--- config.mk ---
export PLATFORM = sky130hd
export DESIGN_NAME = addressdecode_cycle_ctrl
export DESIGN_NICKNAME = d
export VERILOG_FILES = /design/src/rtl/addressdecode_cycle_ctrl_pkg.sv /design/src/rtl/addressdecode_cycle_ctrl_timeout.sv /design/src/rtl/addressdecode_cycle_ctrl.sv
export SDC_FILE = /design/constraint.sdc
export NUM_CORES = 1
export LEC_CHECK = 0
export ABC_CLOCK_PERIOD_IN_PS = 7900
export BUFFER_PORTS_ARGS = -buffer_cell sky130_fd_sc_hd__clkbuf_2
export CAP_MARGIN = 20
export CORE_MARGIN = 1.5
export CORE_UTILIZATION = 40
export DETAILED_ROUTE_END_ITERATION = 7
export GPL_ROUTABILITY_DRIVEN = 1
export PLACE_DENSITY = 0.67
export SYNTH_ARGS = -nofsm -noshare
export SYNTH_HDL_FRONTEND = slang
export SYNTH_SLANG_ARGS = --single-unit
--- constraint.sdc ---
create_clock -name clk_i -period 7.9 [get_ports clk_i]
set_input_delay 0.395 -clock clk_i [delete_from_list [all_inputs] [get_ports clk_i]]
set_output_delay 0.395 -clock clk_i [all_outputs]
set_load 0.005 [all_outputs]
--- src/rtl/addressdecode_cycle_ctrl_pkg.sv ---
// ---------------------------------------------------------------------------
// addressdecode_cycle_ctrl_pkg
// Shared dock definitions: cycle FSM state encoding, slot count, the packed
// output bundle of the cycle controller and a one-cold chip-select helper.
// Reused by the cycle controller, the window decoder and configuration blocks.
// ---------------------------------------------------------------------------
package addressdecode_cycle_ctrl_pkg;

   localparam int unsigned NUM_SLOTS = 8;
   localparam int unsigned SLOT_W    = 3;

   typedef enum logic [1:0] {
      ST_IDLE   = 2'd0,
      ST_ACTIVE = 2'd1,
      ST_DONE   = 2'd2,
      ST_ERR    = 2'd3
   } cyc_state_e;

   typedef struct packed {
      logic [NUM_SLOTS-1:0] slot_cs_n;
      logic                 buf_oe_n;
      logic                 buf_dir;
      logic                 host_rdy_n;
      logic                 bus_err;
   } cyc_outs_t;

   localparam cyc_outs_t IDLE_OUTS = '{
      slot_cs_n:  8'hFF,
      buf_oe_n:   1'b1,
      buf_dir:    1'b0,
      host_rdy_n: 1'b1,
      bus_err:    1'b0
   };

   // One-cold chip-select vector for a slot index.
   function automatic logic [NUM_SLOTS-1:0] slot_onecold(input logic [SLOT_W-1:0] slot);
      logic [NUM_SLOTS-1:0] v;
      v       = {NUM_SLOTS{1'b1}};
      v[slot] = 1'b0;
      return v;
   endfunction

endpackage : addressdecode_cycle_ctrl_pkg

--- src/rtl/addressdecode_cycle_ctrl_timeout.sv ---
// ---------------------------------------------------------------------------
// cycle_timeout_cnt
// Counts ACTIVE cycles of a bus cycle. expire_o is high while the counter
// sits at TIMEOUT_CYC-1, i.e. during the last permitted ACTIVE cycle.
// Ports:
//   clk_i     clock
//   rst_i     asynchronous active-high reset (counter -> 0)
//   clr_i     synchronous clear, has priority over en_i
//   en_i      advance the counter by one
//   expire_o  counter has reached TIMEOUT_CYC-1
// ---------------------------------------------------------------------------
module cycle_timeout_cnt #(
   parameter int unsigned TIMEOUT_CYC = 64,
   parameter int unsigned CNT_W       = 16
) (
   input  logic clk_i,
   input  logic rst_i,
   input  logic clr_i,
   input  logic en_i,
   output logic expire_o
);

   localparam logic [CNT_W-1:0] LAST_CNT = CNT_W'(TIMEOUT_CYC - 1);

   logic [CNT_W-1:0] cnt_q;
   logic [CNT_W-1:0] cnt_d;

   assign expire_o = (cnt_q == LAST_CNT);

   // Next count: clear wins, and the counter never runs past the last value.
   always_comb begin
      cnt_d = cnt_q;
      if (clr_i) begin
         cnt_d = '0;
      end else if (en_i && !expire_o) begin
         cnt_d = cnt_q + CNT_W'(1);
      end else begin
         cnt_d = cnt_q;
      end
   end

   // Counter register.
   always_ff @(posedge clk_i or posedge rst_i) begin
      if (rst_i) begin
         cnt_q <= '0;
      end else begin
         cnt_q <= cnt_d;
      end
   end

endmodule : cycle_timeout_cnt

--- src/rtl/addressdecode_cycle_ctrl.sv ---
// ---------------------------------------------------------------------------
// addressdecode_cycle_ctrl
// Host I/O cycle controller for the dock slots. A host request that hits a
// decoder window selects one slot, enables the data buffer and waits for the
// slot's ready; unmapped requests and slots that never answer end in a bus
// error. Every output comes straight from a register.
// Ports:
//   clk_i          clock
//   rst_i          asynchronous active-high reset
//   iorq_n_i       host I/O request, active low (synchronous to clk_i)
//   is_read_i      1 = read, 0 = write (from the window decoder)
//   win_valid_i    decoder window hit
//   sel_slot_i     decoded target slot
//   slot_rdy_n_i   per-slot ready, active low
//   slot_cs_n_o    per-slot chip select, active low, one-cold or all high
//   buf_oe_n_o     data buffer enable, active low
//   buf_dir_o      1 = slot-to-host, 0 = host-to-slot
//   host_rdy_n_o   cycle complete to host, active low
//   bus_err_o      current cycle ended in error
//   err_cnt_o      saturating count of errored cycles
// ---------------------------------------------------------------------------
module addressdecode_cycle_ctrl
   import addressdecode_cycle_ctrl_pkg::*;
#(
   parameter int unsigned TIMEOUT_CYC = 64,
   parameter int unsigned CNT_W       = 16
) (
   input  logic                 clk_i,
   input  logic                 rst_i,
   input  logic                 iorq_n_i,
   input  logic                 is_read_i,
   input  logic                 win_valid_i,
   input  logic [SLOT_W-1:0]    sel_slot_i,
   input  logic [NUM_SLOTS-1:0] slot_rdy_n_i,
   output logic [NUM_SLOTS-1:0] slot_cs_n_o,
   output logic                 buf_oe_n_o,
   output logic                 buf_dir_o,
   output logic                 host_rdy_n_o,
   output logic                 bus_err_o,
   output logic [7:0]           err_cnt_o
);

   cyc_state_e          state_q, state_d;
   logic [SLOT_W-1:0]   slot_q, slot_d;
   logic                rd_q, rd_d;
   logic                armed_q;
   logic [7:0]          err_cnt_q, err_cnt_d;
   cyc_outs_t           outs_q, outs_d;
   logic                cnt_clr_s;
   logic                cnt_en_s;
   logic                expire_s;

   cycle_timeout_cnt #(
      .TIMEOUT_CYC (TIMEOUT_CYC),
      .CNT_W       (CNT_W)
   ) u_timeout (
      .clk_i    (clk_i),
      .rst_i    (rst_i),
      .clr_i    (cnt_clr_s),
      .en_i     (cnt_en_s),
      .expire_o (expire_s)
   );

   // Next state and slot/direction latch. armed_q holds off the very first
   // edge after reset so a cycle can only start on the second edge.
   // In ACTIVE a host abort beats ready, and ready beats the timeout.
   always_comb begin
      state_d   = state_q;
      slot_d    = slot_q;
      rd_d      = rd_q;
      cnt_clr_s = 1'b0;
      cnt_en_s  = 1'b0;
      case (state_q)
         ST_IDLE: begin
            if (!iorq_n_i && armed_q) begin
               if (win_valid_i) begin
                  state_d   = ST_ACTIVE;
                  slot_d    = sel_slot_i;
                  rd_d      = is_read_i;
                  cnt_clr_s = 1'b1;
               end else begin
                  state_d = ST_ERR;
               end
            end else begin
               state_d = ST_IDLE;
            end
         end
         ST_ACTIVE: begin
            if (iorq_n_i) begin
               state_d = ST_IDLE;
            end else if (!slot_rdy_n_i[slot_q]) begin
               state_d = ST_DONE;
            end else if (expire_s) begin
               state_d = ST_ERR;
            end else begin
               state_d  = ST_ACTIVE;
               cnt_en_s = 1'b1;
            end
         end
         ST_DONE, ST_ERR: begin
            if (iorq_n_i) begin
               state_d = ST_IDLE;
            end else begin
               state_d = state_q;
            end
         end
         default: begin
            state_d = ST_IDLE;
         end
      endcase
   end

   // Output values for the upcoming state, so the registered outputs line up
   // with the state register on the same edge.
   always_comb begin
      outs_d = IDLE_OUTS;
      case (state_d)
         ST_IDLE: begin
            outs_d = IDLE_OUTS;
         end
         ST_ACTIVE: begin
            outs_d.slot_cs_n = slot_onecold(slot_d);
            outs_d.buf_oe_n  = 1'b0;
            outs_d.buf_dir   = rd_d;
         end
         ST_DONE: begin
            outs_d.slot_cs_n  = slot_onecold(slot_d);
            outs_d.buf_oe_n   = 1'b0;
            outs_d.buf_dir    = rd_d;
            outs_d.host_rdy_n = 1'b0;
         end
         ST_ERR: begin
            outs_d.host_rdy_n = 1'b0;
            outs_d.bus_err    = 1'b1;
         end
         default: begin
            outs_d = IDLE_OUTS;
         end
      endcase
   end

   // Error counter: one step per entry into ERR, stuck at 255.
   always_comb begin
      err_cnt_d = err_cnt_q;
      if ((state_d == ST_ERR) && (state_q != ST_ERR) && (err_cnt_q != 8'hFF)) begin
         err_cnt_d = err_cnt_q + 8'd1;
      end else begin
         err_cnt_d = err_cnt_q;
      end
   end

   // State, latched cycle attributes, error count and output registers.
   always_ff @(posedge clk_i or posedge rst_i) begin
      if (rst_i) begin
         state_q   <= ST_IDLE;
         slot_q    <= '0;
         rd_q      <= 1'b0;
         armed_q   <= 1'b0;
         err_cnt_q <= 8'h00;
         outs_q    <= IDLE_OUTS;
      end else begin
         state_q   <= state_d;
         slot_q    <= slot_d;
         rd_q      <= rd_d;
         armed_q   <= 1'b1;
         err_cnt_q <= err_cnt_d;
         outs_q    <= outs_d;
      end
   end

   assign slot_cs_n_o  = outs_q.slot_cs_n;
   assign buf_oe_n_o   = outs_q.buf_oe_n;
   assign buf_dir_o    = outs_q.buf_dir;
   assign host_rdy_n_o = outs_q.host_rdy_n;
   assign bus_err_o    = outs_q.bus_err;
   assign err_cnt_o    = err_cnt_q;

endmodule : addressdecode_cycle_ctrl
# == Word-level counts from Yosys, hierarchy flattened ==
# Cells that the tools add are included.
# op_classes
addsub,2
magnitude_cmp,3
eq_ne,9
muxes,29
bitwise_logic,1
reduce_logical,12
# ops
cell,count
$mux 16,2
$add 16x1->16 const B,1
$eq 16x6->1 const B,1
$mux 1,14
$mux 2,6
$mux 10,1
$mux 3,3
$add 8x1->8 const B,1
$eq 2x2->1 const B,4
$lt 3x4->1 const B,2
$ne 8x8->1 const B,1
$not 8->8,1
$pmux 2 s3,1
$reduce_or 2->1,3
$logic_and 1x1->1,5
$eq 2x1->1 const B,2
$bmux 1 s3,1
$demux 1 s3,1
$ge 3x1->1 const B,1
$logic_not 1->1,2
$logic_not 2->1,1
$ne 2x2->1 const B,1
$reduce_bool 2->1,1
# word_totals
reg_bits,43
inputBits,16
output_inout_bits,20
word_cells,67

# == Logic depth before layout (Yosys ltp) ==
# depth
ltp_word,10
ltp_mapped,11

# == Cells and area by module ==
# From an unflattened synthesis, not the netlist that was laid out.
# hier_totals
cells_unflattened,183
hier_area_um2,2070.7
# by_module_without_submodules
mod,n_inst,cells_each,area_per_inst_um2
addressdecode_cycle_ctrl,1,88,1177.4
cycle_timeout_cnt,1,95,893.4

# == Worst setup path before layout ==
# OpenSTA, ideal clock, no wires.
# synth_path
kind,flip-flop to flip-flop
start,register slot_q[0]
end,register err_cnt_q[1] (netlist: err_cnt_o[1])
setup_time_ns,0.125
arrival_time_ns,2.619
required_time_ns,7.775
path_slack_ns,5.156
path_stages_with_launch,10
synth_period_minus_slack_ns,2.744
cell_sequence,dfrtp_1 mux4_1 mux2_4 a31oi_1 nor2_1 nor2_1 ha_1 a21boi_0 o21a_1 mux2_2
# synth_via
elab_chain_len,8
# synth_lines
item,line,source
start: declaration,addressdecode_cycle_ctrl.sv:44,"logic [SLOT_W-1:0] slot_q, slot_d;"
start signal: assignment,addressdecode_cycle_ctrl.sv:163,slot_q <= slot_d;
$bmux 1 s3,addressdecode_cycle_ctrl.sv:91,end else if (!slot_rdy_n_i[slot_q]) begin
$mux 1 (not written as such),addressdecode_cycle_ctrl.sv:91,
$mux 2,addressdecode_cycle_ctrl.sv:91,
$mux 2,addressdecode_cycle_ctrl.sv:89,if (iorq_n_i) begin
$pmux 2 s3,addressdecode_cycle_ctrl.sv:73,case (state_q)
net state_d[1],addressdecode_cycle_ctrl.sv:43,"cyc_state_e state_q, state_d;"
$eq 2x2->1,addressdecode_cycle_ctrl.sv:145,if ((state_d == ST_ERR) && (state_q != ST_ERR) && (err_cnt_q != 8'hFF)) begin
$logic_and 1x1->1 (2 in a row),addressdecode_cycle_ctrl.sv:145,
end signal: assignment,addressdecode_cycle_ctrl.sv:166,err_cnt_q <= err_cnt_d;
end: declaration,addressdecode_cycle_ctrl.sv:47,"logic [7:0] err_cnt_q, err_cnt_d;"
# The timed path passes the listed nets, and every way through them passes these cells. The select of a mux whose other input is x is not followed.
# A chain may end at the register's enable or synchronous reset.

# == Worst setup path in the final report ==
# Ends and elaborated chain as after synthesis.

==> metrics.yaml <==
status: "completed"
nets: 243
insertion_delay_ps: 300
diodes: 0
fin_crit_sh_pct: 38.1
synth_area_um2: 1980
die_w_um: 73.4
crit_path_max_fanout: 10
wl_um: 3710
cts_resized: 0
synth_cell_type_count: 38
setup_viol_count_final: 0
seq_area_um2: 1090
arrival_ps: 3200
numPortBuffers: 35
row_count: 25
drv_cap: 0
clock_path_buffers: 2
dp.final_hpwl_um: 2680
ios: 36
postCtsSetupBuffers: 0
p_total_mw: 0.524
vias_per_cell: 5.04
grt_pass1_wl_um: 6090
antenna_found_initial: 0
cts_tree: "built"
nFillCells: 462
startpoint_type: "flip-flop"
first_iter_violations: 64
p_leak_nw: 1.06
ys_ff_latch: 43
hold_violations: 0
synth_fp_nets: 203
gp_congestion: 0.877
finalSetupTns_ps: 0
grt_pass1_vias: 1329
core_um2: 4750
gr-total-overflow: 0
route.detailed.wl_per_inst_um: 12.7
p_per_area_nw_per_um2: 226
cts.clk_slew.worst_paths_ps: 80
num_vias: 1472
relSlewSlack_pct: 49.0
timing.fmax_mhz: 332
syn_inst: 184
synth_area_per_cell_um2: 10.8
synth_edf_count: 0
cts.sinks: 43
finalMaxSlewViolations: 0
fin_area_um2: 2310
initial_core_util_pct: 41.7
rsz0062_at_grt: "no"
required_ps: 8090
utilization_pct: 48.7
ir_drop_v: 0.000152
dr.pass1.iters: 4
cts_buffers: 5
htree_levels: 2
holdCritPathClass: "primary input to async pin"
fin_skew_ps: 6.92
async_flop_share_pct: 100
grt_usage_pct: 15.0
crit_type: "flip-flop to flip-flop"
drtAntennaViolNets: 0
tightest_slew_ps: 764
ys.flop_type: "dfrtp_1"
placed_cell_area_um2: 2230
syn_to_final_growth_pct: 16.7
ys_warn_count: 0
cts-hold-fix-buffers: 0
remaining_drc_errors: 0
drive_gt1_share_pct: 25.8
dieArea_um2: 5390
crit_path_end_kind: "flip-flop"
die_h_um: 73.4
period_minus_slack_ps: 3010
cts_root_buf: "clkbuf_8"
grt_max_degree: 44
multi_input_area_um2: 845
yosysSeqAreaShare_pct: 54.9
cell usage after synthesis, types with 2 or more instances:
cell type  count  area, um2
nor2_1        18       67.6
mux2i_1        5       50.1
and3_1         4       25.0
or3_1          6       37.5
o21ai_1        3       15.0
and2_1         3       18.8
o21ai_0        4       20.0
nand3_1       12       60.1
dfstp_2       10        263
nand2_1       18       67.6
nor4_1         3       18.8
xor2_1         9       78.8
ha_1           3       37.5
a21oi_1        8       40.0
and4_1         3       26.3
inv_1          8       30.0
nand4_1        9       56.3
mux2_2         2       22.5
xnor2_1        4       35.0
dfrtp_1       33        826
mux4_1         2       52.6
power by group:
group	internal (mW)	leakage (nW)	switching, mW	total (mW)
registers	0.254	0.548	0.0281	0.282
clock network	0.0618	0.0412	0.0746	0.136
logic	0.0478	0.470	0.0575	0.105
total	0.363	1.06	0.160	0.524
routing by layer:
layer	GRT usage, %	share of wire (%)	vias up
li1	-	-	729
met1	20.0	48	705
met2	23.6	47	33
met3	4.25	3.5	5
met4	4.94	1.5	0
met5	0	0	-
final timing paths:
kind / slack [ps] / to / cells past startpoint / from
setup / recovery: 4890 / err_cnt_o[1] / 9 / slot_q[0]
hold / removal: 200 / err_cnt_o[0] / 3 / rst_i
setup reg to reg: 4890 / err_cnt_o[1] / 9 / slot_q[0]
hold reg to reg: 480 / rd_q / 2 / rd_q
max in group asynchronous: 7320 / buf_oe_n_o / 3 / rst_i
min in group clk_i: 310 / rd_q / 3 / is_read_i
per-stage QoR:
stage	instances	setup slack, ps	hold WS [ps]
2_1_floorplan	184	5160	439
3_3_place_gp	284	4970	456
3_5_place_dp	284	4890	462
4_1_cts	292	4900	220
5_1_grt	292	4610	255
6_report	292	4890	200
state kept, by name, summed over array words and instances, names as in the netlist:
register / count
u_timeout.cnt_q: 16
err_cnt_o: 8
slot_cs_n_o: 8
slot_q: 3
state_q: 2
armed_q: 1
buf_dir_o: 1
buf_oe_n_o: 1
bus_err_o: 1
host_rdy_n_o: 1
rd_q: 1
cells by family (layout without fill, tap and decap cells):
group	after synthesis	in the layout	synth area share [%]
and+or+nand+nor	82	82	21.6
DFF	43	43	54.9
AOI/OAI and AO/OA	21	21	6.06
xor gates and xnor gates	13	13	5.74
buffers and inverters	11	52	2.52
muxes	10	10	7.07
adders and majority gates	3	3	1.89
other	1	1	0.189
worst max-delay path, cell delays in order (launching register included):
cell      delay (ps)
dfrtp_1          410
mux4_1           570
mux2_4           330
a31oi_1          170
nor2_1            70
nor2_1           130
ha_1             170
a21boi_0         390
o21a_1           300
mux2_2           350
placed cells by master (no fill, tap or decap), types with 2 or more instances in the layout:
| cell | netlist | final |
|---|---|---|
| dfrtp_1 | 33 | 33 |
| and4_1 | 3 | 3 |
| inv_1 | 8 | 8 |
| xor2_1 | 9 | 9 |
| mux4_1 | 2 | 2 |
| nand4_1 | 9 | 9 |
| xnor2_1 | 4 | 4 |
| mux2_2 | 2 | 2 |
| clkbuf_8 | 0 | 5 |
| o21ai_0 | 4 | 4 |
| or3_1 | 6 | 6 |
| and3_1 | 4 | 4 |
| nand3_1 | 12 | 12 |
| nand2_1 | 18 | 18 |
| clkbuf_2 | 0 | 35 |
| nor4_1 | 3 | 3 |
| nor2_1 | 18 | 18 |
| and2_1 | 3 | 3 |
| a21oi_1 | 8 | 8 |
| ha_1 | 3 | 3 |
| dfstp_2 | 10 | 10 |
| o21ai_1 | 3 | 3 |
| mux2i_1 | 5 | 5 |
cell type report:
class	instances	area share [%]
flip-flops and latches	43	47.0
multi-input cells	130	36.5
repair buffers	36	7.89
well taps	67	3.62
clock buffers	6	3.14
inverters	8	1.30
clock inverters	2	0.541
No activity file was read; power rests on OpenSTA's default activity.
